[config.mk]
export PLATFORM = sky130hd
export DESIGN_NAME = pc_fetch_ctrl
export DESIGN_NICKNAME = d
export VERILOG_FILES = /design/src/rtl/pc_fetch_ctrl.sv
export SDC_FILE = /design/constraint.sdc
export NUM_CORES = 1
export LEC_CHECK = 0
export CAP_MARGIN = 0
export CORE_AREA = 2 2 109 132
export DETAILED_ROUTE_END_ITERATION = 12
export DIE_AREA = 0 0 111 134
export DONT_BUFFER_PORTS = 1
export GPL_ROUTABILITY_DRIVEN = 0
export PLACE_DENSITY = 0.77
export SYNTH_ARGS = -nofsm -noshare
export SYNTH_HDL_FRONTEND = slang
export SYNTH_SLANG_ARGS = --single-unit
[constraint.sdc]
create_clock -name clk -period 17.4 [get_ports clk]
set_input_delay 3.48 -clock clk [delete_from_list [all_inputs] [get_ports clk]]
set_output_delay 3.48 -clock clk [all_outputs]
set_load 0.02 [all_outputs]
[src/rtl/pc_fetch_ctrl.sv]
// pc_fetch_ctrl
//   Program-counter unit for the instruction-fetch stage. It selects the next
//   fetch address from these sources, in priority order: reset, exception,
//   branch redirect, stall hold, predicted return, jump/call, and sequential.
//   The selected address is then registered into pc. Calls and returns are
//   predicted through a small circular return-address stack (RAS).
//
// Ports
//   clk        : single clock; all state changes on the rising edge
//   rst        : synchronous, active-high reset
//   stall      : hold pc; jump/call/ret are ignored while stalled
//   branch     : redirect from a later stage to pc_branch
//   pc_branch  : redirect target
//   jump       : unconditional jump to pc_jump
//   pc_jump    : jump target
//   call       : qualifies jump; pushes pc+INC onto the RAS
//   ret        : predicted return to the RAS top
//   exc        : exception; go to EXC_VECTOR and clear the RAS
//   pc         : registered fetch address
//   pc_next    : combinational next fetch address
//   ras_count  : number of valid RAS entries
//   ras_empty  : ras_count == 0
//   ras_full   : ras_count == RAS_DEPTH
//   ret_miss   : one-cycle pulse after a ret that was taken with an empty RAS
module pc_fetch_ctrl #(
  parameter int          W            = 32,
  parameter int unsigned INC          = 4,
  parameter logic [W-1:0] RESET_VECTOR = '0,
  parameter logic [W-1:0] EXC_VECTOR   = W'(32'h0000_0180),
  parameter int          RAS_DEPTH    = 4
) (
  input  logic                         clk,
  input  logic                         rst,
  input  logic                         stall,
  input  logic                         branch,
  input  logic [W-1:0]                 pc_branch,
  input  logic                         jump,
  input  logic [W-1:0]                 pc_jump,
  input  logic                         call,
  input  logic                         ret,
  input  logic                         exc,
  output logic [W-1:0]                 pc,
  output logic [W-1:0]                 pc_next,
  output logic [$clog2(RAS_DEPTH):0]   ras_count,
  output logic                         ras_empty,
  output logic                         ras_full,
  output logic                         ret_miss
);

  localparam int PW = $clog2(RAS_DEPTH);
  localparam int CW = PW + 1;
  localparam logic [W-1:0]  INC_W  = W'(INC);
  localparam logic [CW-1:0] DEPTH_C = CW'(RAS_DEPTH);

  logic [W-1:0]  ras_mem [RAS_DEPTH];
  logic [PW-1:0] tp;
  logic [CW-1:0] count;

  logic [W-1:0]  pc_inc;
  logic          fetch_ok;
  logic          do_ret;
  logic          do_call;
  logic          replace_top;
  logic          push;
  logic          pop;
  logic [PW-1:0] wr_addr;

  assign pc_inc    = pc + INC_W;
  assign ras_empty = (count == '0);
  assign ras_full  = (count == DEPTH_C);
  assign ras_count = count;

  // Fetch-side control (jump/call/ret) only acts when nothing of higher
  // priority owns this cycle.
  assign fetch_ok = !rst && !exc && !branch && !stall;
  assign do_ret   = fetch_ok && ret;
  assign do_call  = fetch_ok && jump && call;

  // A ret and a call in the same cycle consume the top and push a new
  // return address, which collapses to overwriting the top in place. With an
  // empty stack there is nothing to consume, so it degrades to a plain push.
  assign replace_top = do_call && do_ret && !ras_empty;
  assign push        = do_call && !replace_top;
  assign pop         = do_ret && !do_call && !ras_empty;
  assign wr_addr     = replace_top ? tp : tp + PW'(1);

  always_comb begin
    pc_next = pc_inc;
    if (rst)
      pc_next = RESET_VECTOR;
    else if (exc)
      pc_next = EXC_VECTOR;
    else if (branch)
      pc_next = pc_branch;
    else if (stall)
      pc_next = pc;
    else if (ret)
      pc_next = ras_empty ? pc_inc : ras_mem[tp];
    else if (jump)
      pc_next = pc_jump;
  end

  // Stack contents need no reset; ras_count says which entries are valid.
  always_ff @(posedge clk) begin
    if (do_call)
      ras_mem[wr_addr] <= pc_inc;
  end

  always_ff @(posedge clk) begin
    if (rst) begin
      pc       <= RESET_VECTOR;
      tp       <= '0;
      count    <= '0;
      ret_miss <= 1'b0;
    end else begin
      pc       <= pc_next;
      ret_miss <= do_ret && ras_empty;
      if (exc) begin
        tp    <= '0;
        count <= '0;
      end else if (push) begin
        // When the stack is full, the oldest entry is silently overwritten.
        tp <= tp + PW'(1);
        if (!ras_full)
          count <= count + CW'(1);
      end else if (pop) begin
        tp    <= tp - PW'(1);
        count <= count - CW'(1);
      end
    end
  end

endmodule

==> results.md <==
* Filler cells at 1,001
* Setup_tns at 0 ns
* Site Rows at 47
* Synthesis Warnings at 0
* Sequential cell area at between 0.004 and 0.005 mm2
* Vias in the first global route at 6,075
* Root Buffer: clkbuf_16
* CTS hold repair buffers at 0
* Worst Tran Pin Value at 1.05 ns
* Deepest clock path buffer count at 2
* Maximum clock frequency at roughly 0.11 GHz
* Placed Cells at 811
* Worst-Skew Late Latency at between 0.4 and 0.5 ns
* Final hold vios at 0
* Syn nets at 746
* Critical path class: in2out
* VDD IR max at 0.0800 mV
* Antenna violations before repair at 1
* Worst EP required at ~14 ns
* Initial drt markers at 780
* Sequential share of the synthesized area at 56.7%
* Clock buffer count from CTS at 17
* Area of the multi-input gates at between 0.003 and 0.004 mm2
* DR pass1 iterations at 6
* Area Overhead vs Synth at 8.92%
* Netlist cell types at 66
* Count of pins over their slew limit at 0
* Die height at approximately 130 um
* Largest area contributor in the netlist: edfxtp_1
* Via density at 7.33
* Final Non-Filler Cells at 844
* CTS tree: yes
* GRT Total Usage at 32.5%
* H-tree depth reported by CTS at 4
* Drt wl/cell at 28.0 um
* Area contributors post-synth: edfxtp_1 47%, dfxtp_1 9.8%, mux4_2 8.8%
* Total power per unit cell area at 98.5 mW/mm2
* Final Cycle Share at 51.8%
* Routed wire length at 23,600 um
* Post-CTS sizing at 0
* Layout Nets at between 700 and 800
* Synthesized area at 0.00820 mm2
* Slew HR at 29.6%
* Pre-CTS setup slack at 8.47 ns
* Setup bufs post-CTS at 0
* Total gr overflow at 0
* Final Skew at 0.0116 ns
* CP startpoint kind: input pin
* Via count at 6,185
* Pin count of the biggest net entering global routing at 45
* Worst Setup End Kind: output port
* CP Max Fanout at 21
* RSZ-0062 raised after global routing: no
* Critical-path top delay cell: o31ai_1
* Layout cells sized above 1 at about 15%
* Area share of the leading cell type in the synthesized netlist at 46.9%
* CTS sink cnt at about 170
* CP max stage delay at 0.82 ns
* Setup-failing EPs final at 0
* Port Buffers at 0
* Met2 usage at 52.8%
* Die W at 111 um
* Detail Route Antenna Nets at 0
* Post-synth EDFFs at 128
* Initial Utilization at 60.3%
* Detailed placement HPWL at 15,900 um
* Busiest grt layer: met2
* Boundary Pins at between 100 and 150
* First-pass GRT wire length at 35,700 um
* Ys async rst share at 0%
* Result of the run: finished clean
* Worst Setup Slack, final at about 8.4 ns
* Min-delay worst type: reg2reg
* Clock slew seen by the registers of the worst setup and hold paths at 0.07 ns
* Tmin final at 9.01 ns
* Total of max-cap violations at 0
* GR Util met3 at 11.6%
* Seq cells post-synth at 168
* Cells after synthesis at 672
* Met1 Use GR at 39.0%
* Die area at 0.0149 mm2
* Post-Syn Area per Cell at 12.2 um2
* Main synth FF type: edfxtp_1
* Leak at 2.86 nW
* Worst Path Arrival at 5.53 ns
* DRC at 0
* Core Region at 0.0136 mm2
* Worst path cell trace: or2_2 > nor2_1 > o221ai_1 > o31ai_1
==> placed cells by master, fill, tap and decap left out, drive strengths merged, types with 5 or more instances in the layout <==
cell    Yosys  final
o211ai      9      9
nor3       25     25
a21o       10     10
a31oi      10     10
or3        12     12
nand4      11     11
nand3      18     18
xor2       10     10
o22ai      13     13
a21oi      35     35
nor2       39     39
and3        9      9
o31ai      11     11
xnor2      14     14
buf        11     11
a211oi      7      7
clkbuf     32     17
mux4       32     32
clkinv      0      5
nand2      49     49
o31a        5      5
dfxtp      40     40
o21a        5      5
or2         8      8
edfxtp    128    128
nor4        9      9
nand2b      8      8
o21ai      30     30
inv        15     21
o221ai      7      7
==> per-layer routing <==
metal  part of all wire, %  routed length, um
met3                    14               3260
met4                   3.7                876
met2                    49              11500
met5                     0                  0
met1                    34               7950
==> per-stage QoR <==
step	utilization [%]	power, mW	area (um2)	hold WS [ns]
6_report	65.7	0.880	8930	0.618
5_1_grt	65.7	0.902	8930	0.660
4_1_cts	65.7	0.879	8920	0.615
3_5_place_dp	61.3	0.507	8330	0.600
3_3_place_gp	61.3	0.505	8330	0.592
2_1_floorplan	-	0.496	8200	0.501
==> cell usage after synthesis (6+ instances only) <==
cell      number
or3_1         12
nor2_1        39
buf_2          6
nor4_1         6
a21oi_1       35
a21o_1        10
o221ai_1       7
and3_1         9
nor3_1        22
o31ai_1       10
a31oi_1       10
o211ai_1       9
edfxtp_1     128
mux4_2        32
nand2b_1       8
o21ai_0       29
nand3_1       18
xnor2_1       14
nand2_1       49
o22ai_1       13
clkbuf_1      32
inv_1         14
a211oi_1       7
nand4_1       10
dfxtp_1       40
xor2_1        10
==> power by group <==
group	switching, mW	total, mW	leakage [nW]	internal, mW
sequential	0.0144	0.449	1.45	0.435
combinational	0.0343	0.0507	1.13	0.0164
clock	0.165	0.379	0.286	0.215
==> worst max-delay path, delay by kind of cell <==
family	cells	cell delay, ns
AOI/OAI and AO/OA	2	1.10
and+or+nand+nor	2	0.95
==> state kept, by name (all words and copies together), names as in the netlist, named ones only <==
signal / cells
tp: 2
ras_mem: 128
ret_miss: 1
pc: 32
ras_count: 3
==> layout make-up <==
cell class,instances,area share [%]
repair buffers,11,0.925
diodes,1,0.0280
clock inverters,15,1.88
well taps,171,2.40
inverters,15,0.631
clock buffers,17,4.77
multi-input cells,446,37.3
flip-flops and latches,168,52.0
==> kinds of logic (layout without fill, tap and decap cells) <==
| group | count (synthesis) | in the layout | share of synthesized area, % |
|---|---|---|---|
| AO/OA/AOI/OAI | 178 | 178 | 15.0 |
| XOR/XNOR | 24 | 24 | 2.56 |
| adder cells (fa/ha/maj) | 2 | 2 | 0.397 |
| buffers and inverters | 58 | 58 | 2.89 |
| flip-flops | 168 | 168 | 56.7 |
| multiplexers | 36 | 36 | 9.33 |
| other | 0 | 1 | 0 |
| AND/OR/NAND/NOR | 206 | 206 | 13.2 |
==> worst paths after layout <==
kind,startpoint,to,slack [ns],cells past startpoint
worst max-delay path,rst,pc_next[9],8.39,4
worst min-delay path,tp[1]$_SDFFE_PP0N_,flop,0.62,2
worst max register to register,ras_count[0]$_SDFFE_PP0P_,ras_mem[0][27]$_DFFE_PP_,14.34,6
worst min register to register,tp[1]$_SDFFE_PP0N_,flop,0.62,2
(Power assumes the default switching activity.)
